### src/rtl/fp64Pkg.sv
`default_nettype none
// ============================================================================
// Module   : fp64Pkg (package)
// Purpose  : Shared IEEE-754 binary64 type and field boundaries.
//            FP64 : 64-bit raw encoding {sign, exponent[10:0], fraction[51:0]}
//            EMSB : MSB of the exponent field
//            FMSB : MSB of the fraction field
// Revision : 1.0 - initial release
// ============================================================================
package fp64Pkg;

  typedef logic [63:0] FP64;

  localparam int EMSB = 62;
  localparam int FMSB = 51;

endpackage
`default_nettype wire

### src/rtl/fp_scaleb64_arb_if.sv
`default_nettype none
// ============================================================================
// Module   : fp_scaleb64_arb_if (interface)
// Purpose  : Request/response bundle for the arbitrated FP64 scaleb unit.
// Signals  : req_valid  [NREQ]      per-requester operation valid
//            req_ready  [NREQ]      per-requester accept (one-hot or zero)
//            req_a      [NREQ]xFP64 operand a
//            req_b      [NREQ]xFP64 scale operand b (two's complement int)
//            resp_valid             result valid
//            resp_ready             consumer accepts result
//            resp_o     FP64        scaleb result
//            resp_id    [IDW]       requester owning resp_o
// Modports : master (requesters + consumer side), slave (the arbiter unit)
// Revision : 1.0 - initial release
// ============================================================================
interface fp_scaleb64_arb_if
  import fp64Pkg::*;
#(
  parameter int NREQ = 4,
  parameter int IDW  = $clog2(NREQ)
);

  logic [NREQ-1:0] req_valid;
  logic [NREQ-1:0] req_ready;
  FP64  [NREQ-1:0] req_a;
  FP64  [NREQ-1:0] req_b;
  logic            resp_valid;
  logic            resp_ready;
  FP64             resp_o;
  logic [IDW-1:0]  resp_id;

  modport master (
    output req_valid, req_a, req_b, resp_ready,
    input  req_ready, resp_valid, resp_o, resp_id
  );

  modport slave (
    input  req_valid, req_a, req_b, resp_ready,
    output req_ready, resp_valid, resp_o, resp_id
  );

endinterface
`default_nettype wire

### src/rtl/fpScaleb64.sv
`default_nettype none
// ============================================================================
// Module   : fpScaleb64
// Purpose  : Two-stage FP64 scaleb: result = a * 2^b, b a signed integer.
//            Stage 1 computes the new biased exponent, stage 2 formats.
//            NaN, infinity and zero/subnormal a pass through unchanged.
//            Exponent overflow gives signed infinity; underflow forces the
//            exponent field to 0 while keeping sign and fraction.
// Ports    : clk      clock
//            ce       clock enable for both stages
//            a_i      FP64 operand
//            b_i      64-bit two's complement scale amount
//            res_o    FP64 result, two enabled cycles after a_i/b_i
// Revision : 1.0 - initial release
// ============================================================================
module fpScaleb64
  import fp64Pkg::*;
(
  input  logic clk,
  input  logic ce,
  input  FP64  a_i,
  input  FP64  b_i,
  output FP64  res_o
);

  // Any |b| beyond the exponent span saturates the same way, so clamping
  // b into 13 bits keeps the adder narrow without changing results.
  localparam logic signed [13:0] B_MAX = 14'sd4095;
  localparam logic signed [13:0] B_MIN = -14'sd4096;

  logic [EMSB-FMSB-1:0] exp_w;
  logic                 pass_d;
  logic signed [13:0]   bclamp_d;
  logic signed [13:0]   ne_d;

  FP64                  a_q;
  logic                 pass_q;
  logic signed [13:0]   ne_q;

  FP64                  res_d;
  FP64                  res_q;

  // Stage 1: exponent arithmetic
  always_comb begin
    exp_w  = a_i[EMSB:FMSB+1];
    pass_d = (exp_w == '1) || (exp_w == '0);
    if ($signed(b_i) > 64'sd4095) begin
      bclamp_d = B_MAX;
    end else if ($signed(b_i) < -64'sd4096) begin
      bclamp_d = B_MIN;
    end else begin
      bclamp_d = $signed(b_i[13:0]);
    end
    ne_d = $signed({3'b000, exp_w}) + bclamp_d;
  end

  always_ff @(posedge clk) begin
    if (ce) begin
      a_q    <= a_i;
      pass_q <= pass_d;
      ne_q   <= ne_d;
    end
  end

  // Stage 2: classify and assemble
  always_comb begin
    res_d = a_q;
    if (pass_q) begin
      res_d = a_q;
    end else if (ne_q >= 14'sd2047) begin
      res_d = {a_q[63], 11'h7FF, 52'd0};
    end else if (ne_q <= 14'sd0) begin
      res_d = {a_q[63], 11'h000, a_q[FMSB:0]};
    end else begin
      res_d = {a_q[63], ne_q[10:0], a_q[FMSB:0]};
    end
  end

  always_ff @(posedge clk) begin
    if (ce) begin
      res_q <= res_d;
    end
  end

  assign res_o = res_q;

endmodule
`default_nettype wire

### src/rtl/fp_scaleb64_arb.sv
`default_nettype none
// ============================================================================
// Module   : fp_scaleb64_arb
// Purpose  : Round-robin arbiter in front of one shared two-stage fpScaleb64.
//            Up to NREQ requesters; results return in acceptance order,
//            tagged with the owning requester id. Latency 2, one op/cycle.
// Ports    : clk         clock (rising edge)
//            rst         synchronous active-high reset
//            bus         fp_scaleb64_arb_if.slave (request/response bundle)
//            perf_grant  [NREQ]x32 accepted transfers per requester (opt.)
//            perf_stall  32-bit count of resp_valid & ~resp_ready cycles (opt.)
// Options  : FPSCALEB_ARB_PERF_EN adds the perf_grant/perf_stall counters.
// Revision : 1.0 - initial release
// ============================================================================
module fp_scaleb64_arb
  import fp64Pkg::*;
#(
  parameter int NREQ = 4,
  parameter int IDW  = $clog2(NREQ)
)
(
  input  logic clk,
  input  logic rst,
  fp_scaleb64_arb_if.slave bus
`ifdef FPSCALEB_ARB_PERF_EN
  ,
  output logic [NREQ-1:0][31:0] perf_grant,
  output logic [31:0]           perf_stall
`endif
);

  logic            adv;
  logic            gnt_any_d;
  logic [IDW-1:0]  gnt_idx_d;
  logic [NREQ-1:0] ready_d;
  logic [NREQ-1:0] fire_vec;
  logic            fire;

  logic [IDW-1:0]  last_q;
  logic            v1_q;
  logic            v2_q;
  logic [IDW-1:0]  id1_q;
  logic [IDW-1:0]  id2_q;

  FP64             a_sel;
  FP64             b_sel;
  FP64             res;

  // The output stage is free when empty or being drained this cycle.
  assign adv = ~v2_q | bus.resp_ready;

  // Round-robin search starting just after the last granted index.
  always_comb begin
    gnt_any_d = 1'b0;
    gnt_idx_d = '0;
    for (int k = 1; k <= NREQ; k++) begin
      for (int j = 0; j < NREQ; j++) begin
        if (!gnt_any_d && (j == ((int'(last_q) + k) % NREQ)) && bus.req_valid[j]) begin
          gnt_any_d = 1'b1;
          gnt_idx_d = IDW'(j);
        end
      end
    end
  end

  // Ready is only offered while the pipeline can move and not in reset.
  always_comb begin
    ready_d = '0;
    for (int j = 0; j < NREQ; j++) begin
      ready_d[j] = gnt_any_d && adv && !rst && (gnt_idx_d == IDW'(j));
    end
  end

  assign bus.req_ready = ready_d;
  assign fire_vec      = bus.req_valid & ready_d;
  assign fire          = |fire_vec;

  assign a_sel = bus.req_a[gnt_idx_d];
  assign b_sel = bus.req_b[gnt_idx_d];

  // Valid pipeline and last-granted pointer.
  always_ff @(posedge clk) begin
    if (rst) begin
      last_q <= IDW'(NREQ - 1);
      v1_q   <= 1'b0;
      v2_q   <= 1'b0;
    end else begin
      if (fire) begin
        last_q <= gnt_idx_d;
      end
      if (adv) begin
        v1_q <= fire;
        v2_q <= v1_q;
      end
    end
  end

  // Id tags travel with the data; qualified by the valid bits.
  always_ff @(posedge clk) begin
    if (adv) begin
      id1_q <= gnt_idx_d;
      id2_q <= id1_q;
    end
  end

  fpScaleb64 u_scaleb (
    .clk   (clk),
    .ce    (adv),
    .a_i   (a_sel),
    .b_i   (b_sel),
    .res_o (res)
  );

  // Reset masks the output immediately so in-flight work never appears.
  assign bus.resp_valid = v2_q & ~rst;
  assign bus.resp_o     = res;
  assign bus.resp_id    = id2_q;

`ifdef FPSCALEB_ARB_PERF_EN
  logic [NREQ-1:0][31:0] perf_grant_q;
  logic [31:0]           perf_stall_q;

  always_ff @(posedge clk) begin
    if (rst) begin
      perf_grant_q <= '0;
      perf_stall_q <= '0;
    end else begin
      for (int j = 0; j < NREQ; j++) begin
        if (fire_vec[j]) begin
          perf_grant_q[j] <= perf_grant_q[j] + 32'd1;
        end
      end
      if (bus.resp_valid && !bus.resp_ready) begin
        perf_stall_q <= perf_stall_q + 32'd1;
      end
    end
  end

  assign perf_grant = perf_grant_q;
  assign perf_stall = perf_stall_q;
`endif

endmodule
`default_nettype wire

### src/flat_wrapper.sv
// flat-port wrapper written by rule: the top's interface ports become plain ports
module fp_scaleb64_arb_flat import fp64Pkg::*;
#(
  parameter int NREQ = 4,
  parameter int IDW  = $clog2(NREQ)
)
  (clk, rst, bus_req_valid, bus_req_a, bus_req_b, bus_resp_ready, bus_req_ready, bus_resp_valid, bus_resp_o, bus_resp_id);
  fp_scaleb64_arb_if #(.NREQ(NREQ), .IDW(IDW)) bus_i ();
  input  logic clk;
  input  logic rst;
  input wire logic [$bits(bus_i.req_valid)-1:0] bus_req_valid;
  input wire logic [$bits(bus_i.req_a)-1:0] bus_req_a;
  input wire logic [$bits(bus_i.req_b)-1:0] bus_req_b;
  input wire logic [$bits(bus_i.resp_ready)-1:0] bus_resp_ready;
  output wire logic [$bits(bus_i.req_ready)-1:0] bus_req_ready;
  output wire logic [$bits(bus_i.resp_valid)-1:0] bus_resp_valid;
  output wire logic [$bits(bus_i.resp_o)-1:0] bus_resp_o;
  output wire logic [$bits(bus_i.resp_id)-1:0] bus_resp_id;
  assign bus_i.req_valid = bus_req_valid;
  assign bus_i.req_a = bus_req_a;
  assign bus_i.req_b = bus_req_b;
  assign bus_i.resp_ready = bus_resp_ready;
  assign bus_req_ready = bus_i.req_ready;
  assign bus_resp_valid = bus_i.resp_valid;
  assign bus_resp_o = bus_i.resp_o;
  assign bus_resp_id = bus_i.resp_id;
  fp_scaleb64_arb #(.NREQ(NREQ), .IDW(IDW)) u_core (.clk(clk), .rst(rst), .bus(bus_i));
endmodule
### config.mk
export PLATFORM = sky130hd
export DESIGN_NAME = fp_scaleb64_arb_flat
export DESIGN_NICKNAME = d
export VERILOG_FILES = /design/src/rtl/fp64Pkg.sv /design/src/rtl/fp_scaleb64_arb_if.sv /design/src/rtl/fpScaleb64.sv /design/src/rtl/fp_scaleb64_arb.sv /design/src/flat_wrapper.sv
export SDC_FILE = /design/constraint.sdc
export NUM_CORES = 1
export LEC_CHECK = 0
export ABC_AREA = 1
export CAP_MARGIN = 10
export CORE_AREA = 2 2 229 231
export DETAILED_ROUTE_END_ITERATION = 8
export DIE_AREA = 0 0 231 233
export PLACE_DENSITY = 0.58
export SYNTH_ARGS = -nofsm -noshare
export SYNTH_HDL_FRONTEND = slang
export SYNTH_HIERARCHICAL = 1
export SYNTH_SLANG_ARGS = --single-unit
export TNS_END_PERCENT = 20
### constraint.sdc
create_clock -name clk -period 6.6 [get_ports clk]
set_input_delay 1.65 -clock clk [delete_from_list [all_inputs] [get_ports clk]]
set_output_delay 1.65 -clock clk [all_outputs]
set_load 0.005 [all_outputs]
==> run metrics, run 1 <==
run status=complete, no violations; share of layout cells above drive strength 1=3.70%; distinct cell type count of the synthesized netlist=37; sequential fraction of design power=28.7%; fin. max-slew vios=0; Syn Area/Cell=6.51 um^2; count of state elements after synthesis=between 150 and 200; row cnt=83; clock sinks=151; summed instance area of the synthesized netlist=11800 um^2; Core Box Area=about 51000 um^2; die height=around 230 um; antenna violations before repair=4; global-route usage over all layers=18.0%; Max-cap violations=0; detailed-route wire length=a little over 50 mm; final net count=2871; setup clock skew after layout=just over 0.01 ns; clock insertion delay at the later pin of the skew report=0.44 ns; minimum clock period after layout=6.14 ns; vias per cell=4.50; peak ir drop on the vdd network=0.181 mV; switching share of power=39.1%; non-filler instance count after layout=3032; Die W=231 um; pin count of the biggest net entering global routing=74; global route overflow=0; initial cell density of the core=23.1%; Max clock buf depth=2; Power Dens Cells=324 nW/um^2; area after detailed placement=18400 um^2; Worst Setup End Kind=output pin; HP Class=reg2reg; Most used DFF post-synth=sky130_fd_sc_hd__edfxtp_1; number of failing setup endpoints in the final timing report=0; Max-slew headroom=52.5%; cell-internal power=3.75 mW; Required @ worst endpoint=around 5 ns; number of hold violations in the final report=0; arrival time worst endpoint=4.49 ns; Setup Total Neg Slack=0 ns; Gate Count Post-Synth=about 1800; top cells by area in the synthesized netlist=sky130_fd_sc_hd__edfxtp_1 (37%), sky130_fd_sc_hd__nand2_1 (32%), sky130_fd_sc_hd__nand3_1 (12%); buffer cell driving the clock tree root=sky130_fd_sc_hd__clkbuf_16; remaining routing DRC violations=0; share of the clock period used by the worst path after layout=between 90 and 100%; global-route wire length before repair=75.4 mm; sequential fraction of the synthesis area=38.1%; number of flops mapped to enable cells by yosys=roughly 150; DRT antenna net count=0; sequence of cells on the critical path=clkdlybuf4s50_1, nand3_1, nand3_1, nor2_1, nand4_1, nor2_1, nand4_2, nor3_4, nand4_4, nand3_4, inv_4, nor3_1, clkdlybuf4s50_1; share of flip-flops with an asynchronous set or reset=0%; Yosys top cell area share=37.4%; Layout Area Growth over Synthesis=61.2%; P_sw=approximately 2.4 mW; clock network fraction of total power=16.5%; vias in the first global route=approximately 13000; Util after Layout=37.2%; FMAX=between 150 and 200 MHz; number of cells after detailed placement=3000; static leakage=about 8.7 nW; # Post-CTS Setup Buffers=0; Synth area leader=sky130_fd_sc_hd__edfxtp_1; Starting DRT DRC Count=around 800; Pre-antenna DRT Iters=5; maximum level of the CTS H-tree=4; TritonCTS clock tree=done; RSZ-0062 raised after global routing=true; slowest CP cell=sky130_fd_sc_hd__clkdlybuf4s50_1; WL/cell=16.6 um; total CTS buffers=17; Finished Cell Area=between 15000 and 20000 um^2; number of buffers inserted by port buffering=589; Logic pwr share=54.8%; routed via count=13700; kind of critical path=in2out; GPL Wtd Cong=slightly below 0.9; maximum fanout along the worst path=45; slew at the pin with the worst max-slew slack=0.712 ns; detailed placement HPWL=just under 40 mm; Synth warnings=6; clock-pin slew on the worst setup and hold paths=around 0.060 ns; longest individual stage delay on the worst path=approximately 0.55 ns; Synth Net Count=2345; count of pins on the block boundary=590; die area=~54000 um^2; sort of element at the start of the critical path=input pin
-- cells in the mapped netlist (2+ instances only) --
cell and number:
sky130_fd_sc_hd__a21boi_1 4, sky130_fd_sc_hd__nand3_1 282, sky130_fd_sc_hd__a21o_1 2, sky130_fd_sc_hd__buf_2 62, sky130_fd_sc_hd__a21boi_0 48, sky130_fd_sc_hd__a21oi_1 9, sky130_fd_sc_hd__nand2_2 2, sky130_fd_sc_hd__nand2_1 1013
sky130_fd_sc_hd__nor2_1 69, sky130_fd_sc_hd__dfxtp_1 4, sky130_fd_sc_hd__buf_4 22, sky130_fd_sc_hd__o21ai_0 4, sky130_fd_sc_hd__nand4_1 10, sky130_fd_sc_hd__edfxtp_1 147, sky130_fd_sc_hd__xor2_1 9, sky130_fd_sc_hd__clkbuf_1 19
sky130_fd_sc_hd__nor4_1 2, sky130_fd_sc_hd__ha_1 12, sky130_fd_sc_hd__a31oi_1 2, sky130_fd_sc_hd__inv_2 2, sky130_fd_sc_hd__nor3_1 7, sky130_fd_sc_hd__inv_1 35, sky130_fd_sc_hd__buf_1 24, sky130_fd_sc_hd__a22oi_1 10
-- power by group through the flow --
stage          combinational, mW  clock [mW]  sequential [mW]
2_1_floorplan               1.88           0             1.79
3_3_place_gp                3.40           0             1.78
3_5_place_dp                3.41           0             1.80
4_1_cts                     3.42        1.04             1.78
5_1_grt                     3.79        1.08             1.81
6_report                    3.38        1.01             1.77
-- stage by stage --
step                      hold slack [ns]  setup slack, ns  total power [mW]
final                               0.423            0.455              6.16
after CTS                           0.426            0.392              6.24
after global placement              0.402           0.0463              5.18
after global routing                0.439         -0.00361              6.68
after floorplan                     0.400             1.23              3.67
after detailed placement            0.406          -0.0790              5.20
-- cells in the final DEF (no fill, tap or decap), types with 3 or more instances in the layout --
cell	instances
sky130_fd_sc_hd__xor2_1	9
sky130_fd_sc_hd__nor3_1	7
sky130_fd_sc_hd__nand4_1	10
sky130_fd_sc_hd__nand3_1	282
sky130_fd_sc_hd__edfxtp_1	147
sky130_fd_sc_hd__buf_4	35
sky130_fd_sc_hd__nor2_1	68
sky130_fd_sc_hd__ha_1	12
sky130_fd_sc_hd__inv_1	34
sky130_fd_sc_hd__clkbuf_16	17
sky130_fd_sc_hd__dfxtp_1	4
sky130_fd_sc_hd__a22oi_1	10
sky130_fd_sc_hd__a21boi_0	48
sky130_fd_sc_hd__clkdlybuf4s50_1	589
sky130_fd_sc_hd__bufinv_16	4
sky130_fd_sc_hd__nand2_1	1013
sky130_fd_sc_hd__o21ai_0	4
sky130_fd_sc_hd__a21boi_1	4
sky130_fd_sc_hd__buf_12	8
sky130_fd_sc_hd__a21oi_1	9
sky130_fd_sc_hd__clkinv_2	3
-- logic make-up (layout without fill, tap and decap cells) --
group	Yosys count	in the layout	share of synthesized area, %
AO/OA/AOI/OAI	84	84	5.09
adder cells (fa/ha/maj)	13	13	1.44
flip-flops	151	151	38.1
buffers and inverters	164	702	6.57
other	0	1	0
XOR/XNOR	9	9	0.668
AND/OR/NAND/NOR	1392	1392	48.1
-- sequential cells by signal (all words and copies together), names as in the netlist --
register                cells
u_core/u_scaleb/a_q        64
u_core/u_scaleb/res_o      64
u_core/u_scaleb/ne_q       14
u_core/bus.resp_id          2
u_core/id1_q                2
u_core/last_q               2
u_core/u_scaleb/pass_q      1
u_core/v1_q                 1
u_core/v2_q                 1
-- final cells by class --
class | instances | area [um^2]
fillers | 5409 | 32100
multi-input cells | 1498 | 6560
repair buffers | 634 | 6340
flip-flops and latches | 151 | 4490
well taps | 680 | 851
clock buffers | 18 | 429
clock inverters | 13 | 180
inverters | 37 | 154
diodes | 1 | 2.50
-- critical path, delay by kind of cell --
family | cells | cell delay [ns]
buffers and inverters | 3 | 1.25
AND/OR/NAND/NOR | 10 | 1.58
-- per-layer routing --
layer | part of all wire [%] | GRT usage, %
met5 | 0.042 | 0
met2 | 48 | 31.1
met3 | 7.0 | 3.81
met1 | 43 | 22.6
met4 | 1.8 | 4.80
-- final timing paths --
kind	startpoint	end	slack, ns	depth (start not counted)
setup / recovery	bus_req_valid[2]	bus_req_ready[2]	0.46	13
hold reg to reg	u_core/id1_q[1]	u_core/bus.resp_id[1]	0.42	0
setup reg to reg	u_core/last_q[1]	u_core/u_scaleb/ne_q[8]	1.72	30
hold / removal	u_core/id1_q[1]	u_core/bus.resp_id[1]	0.42	0
-- timing repair --
item / in CTS / in global routing
gates resized for setup: 0 / 3
hold buffers: 0 / 0
setup endpoints to repair: 0 / 6
No activity file was read; power rests on OpenSTA's default activity.
==> run 2, diff against run 1 <==
--- a/config.mk
+++ b/config.mk
@@ -10,7 +10,9 @@
 export CORE_AREA = 2 2 229 231
 export DETAILED_ROUTE_END_ITERATION = 8
 export DIE_AREA = 0 0 231 233
+export GPL_ROUTABILITY_DRIVEN = 0
 export PLACE_DENSITY = 0.58
+export RECOVER_POWER = 100
 export SYNTH_ARGS = -nofsm -noshare
 export SYNTH_HDL_FRONTEND = slang
 export SYNTH_HIERARCHICAL = 1
==> run metrics, run 2 (synthesis gave the netlist of run 1 again) <==
Register Area=4490 um^2; Hold Slack=approximately 0.42 ns; DRT antenna net count=0; Core Box Area=slightly above 50000 um^2; die height=233 um; kind of critical path=in2out; detailed-route wire length=50.1 mm; Power Dens Cells=315 nW/um^2; detailed placement HPWL=about 39 mm; initial cell density of the core=23.1%; row cnt=83; Worst Setup End Kind=output pin; antenna violations before repair=7; number of failing setup endpoints in the final timing report=0; pin count of the biggest net entering global routing=about 100; sort of element at the start of the critical path=input pin; clock sinks=151; remaining routing DRC violations=0; Die W=approximately 230 um; total CTS buffers=17; total number of cells along the worst setup path=16; Worst Setup Slack, final=0.242 ns; run status=finished with violations; most common cell after layout, fill and taps aside=sky130_fd_sc_hd__nand2_1; sequence of cells on the critical path=clkdlybuf4s50_1, nand3_1, nand3_1, nor2_2, nand4_1, nor2_1, nand4_2, nor2_1, nor2_1, nand2_1, bufinv_16, nand2_8, buf_4, nand2_1, nor2_1, clkdlybuf4s50_1; met1 usage=22.0%; number of cells after detailed placement=2991; global-route usage over all layers=18.0%; WL/cell=approximately 17 um; fillcell total=5422; setup clock skew after layout=0.00807 ns; commonest cells after routing, fill and taps aside=sky130_fd_sc_hd__nand2_1 (1012), sky130_fd_sc_hd__clkdlybuf4s50_1 (519), sky130_fd_sc_hd__nand3_1 (282); final net count=2861; clock insertion delay at the later pin of the skew report=roughly 0.43 ns; Pre-antenna DRT Iters=5; Finished Cell Area=about 19000 um^2; GR met2 Demand/Resource=about a third; area of combinational cells with multiple inputs=roughly 6600 um^2; share of the clock period used by the worst path after layout=96.3%; cell with the most instances on the worst path=sky130_fd_sc_hd__nor2_1; Required @ worst endpoint=4.95 ns; kind of cell adding the most delay to the critical path=simple AND/OR/NAND/NOR gates; slew at the pin with the worst max-slew slack=2.87 ns; met3 Use GR=3.68%; routed via count=approximately 14000; vias in the first global route=13300; FMAX=roughly 160 MHz; count of pins on the block boundary=590; vias per cell=between 4 and 5; RSZ-0062 raised after global routing=false; global route overflow=0; static leakage=8.77 nW; Max clock buf depth=2; non-filler instance count after layout=3025; slowest CP cell=sky130_fd_sc_hd__clkdlybuf4s50_1; die area=approximately 54000 um^2; number of hold violations in the final report=0; start point of the worst hold path=u_core/id1_q[0]; violations in the final reports=capacitance limit, slew limit; Crit. Startpoint=bus_req_valid[0]; maximum fanout along the worst path=39; TritonCTS clock tree=done; Util after Layout=37.0%; share of layout cells above drive strength 1=3.50%; worst r2r src=u_core/last_q[1]; peak ir drop on the vdd network=~0.15 mV; maximum level of the CTS H-tree=4; Layout Area Growth over Synthesis=60.4%; longest individual stage delay on the worst path=roughly 0.51 ns; arrival time worst endpoint=4.71 ns; R2R depth=31; number of buffers inserted by port buffering=589; HP Class=reg2reg; buffer cell driving the clock tree root=sky130_fd_sc_hd__clkbuf_16; global-route wire length before repair=75.4 mm; worst-case setup slack after placement=-0.317 ns; Post-CTS Hold Fix Bufs=0; Max-cap violations=4; most used routing layer in global routing=met2; Max-slew headroom=-92.7%; number of buffer and inverter instances along the worst setup path=4; Setup Total Neg Slack=0 ns; post-cts resize count=0; Worst Hold Depth=0; minimum clock period after layout=6.36 ns; fin. max-slew vios=279; Starting DRT DRC Count=between 700 and 800; # Post-CTS Setup Buffers=0; clock-pin slew on the worst setup and hold paths=0.06 ns; overall power of the completed layout=5.97 mW; area after detailed placement=between 15000 and 20000 um^2
==> run 2: changes by cell type in the layout (fill, tap and decap cells not counted), moves of 3 or more <==
cell | before | now
sky130_fd_sc_hd__a21boi_0 | 48 | 51
sky130_fd_sc_hd__a21boi_1 | 4 | 1
sky130_fd_sc_hd__dlygate4sd3_1 | 0 | 68
sky130_fd_sc_hd__clkdlybuf4s50_1 | 589 | 519
sky130_fd_sc_hd__buf_4 | 35 | 20
sky130_fd_sc_hd__inv_6 | 2 | 6
==> run 2: layout make-up <==
type | instances | area share [%]
timing repair buffer | 624 | 33.1
antenna | 3 | 0.0397
clock inverter | 15 | 0.668
inverter | 37 | 0.906
tap | 680 | 4.49
clock buffer | 17 | 2.25
sequential | 151 | 23.7
multi-input combinational | 1498 | 34.8
==> run 2: per-layer routing <==
layer	part of all wire [%]	wire length, um
met3	7.8	3910
met5	0.062	31
met2	49	24300
met1	41	20700
met4	2.4	1180
==> run 2: final timing paths <==
kind / endpoint / slack [ns]
worst max register to register: u_core/u_scaleb/ne_q[9] / 1.32
worst min register to register: u_core/bus.resp_id[0] / 0.42
worst min-delay path: u_core/bus.resp_id[0] / 0.42
worst max-delay path: bus_req_ready[3] / 0.24
==> run 2: report_power, final <==
part,leakage [nW],internal [mW],switching (mW)
Combinational,6.86,1.39,1.91
Sequential,1.64,1.65,0.114
Clock,0.262,0.518,0.392
Total,8.77,3.55,2.42
==> run 3, diff against run 2 <==
--- a/config.mk
+++ b/config.mk
@@ -8,6 +8,7 @@
 export ABC_AREA = 1
 export CAP_MARGIN = 10
 export CORE_AREA = 2 2 229 231
+export CTS_CLUSTER_SIZE = 40
 export DETAILED_ROUTE_END_ITERATION = 8
 export DIE_AREA = 0 0 231 233
 export GPL_ROUTABILITY_DRIVEN = 0
==> results of run 3 <==
The final DEF is identical to that of run 2; final timing and power are the same.
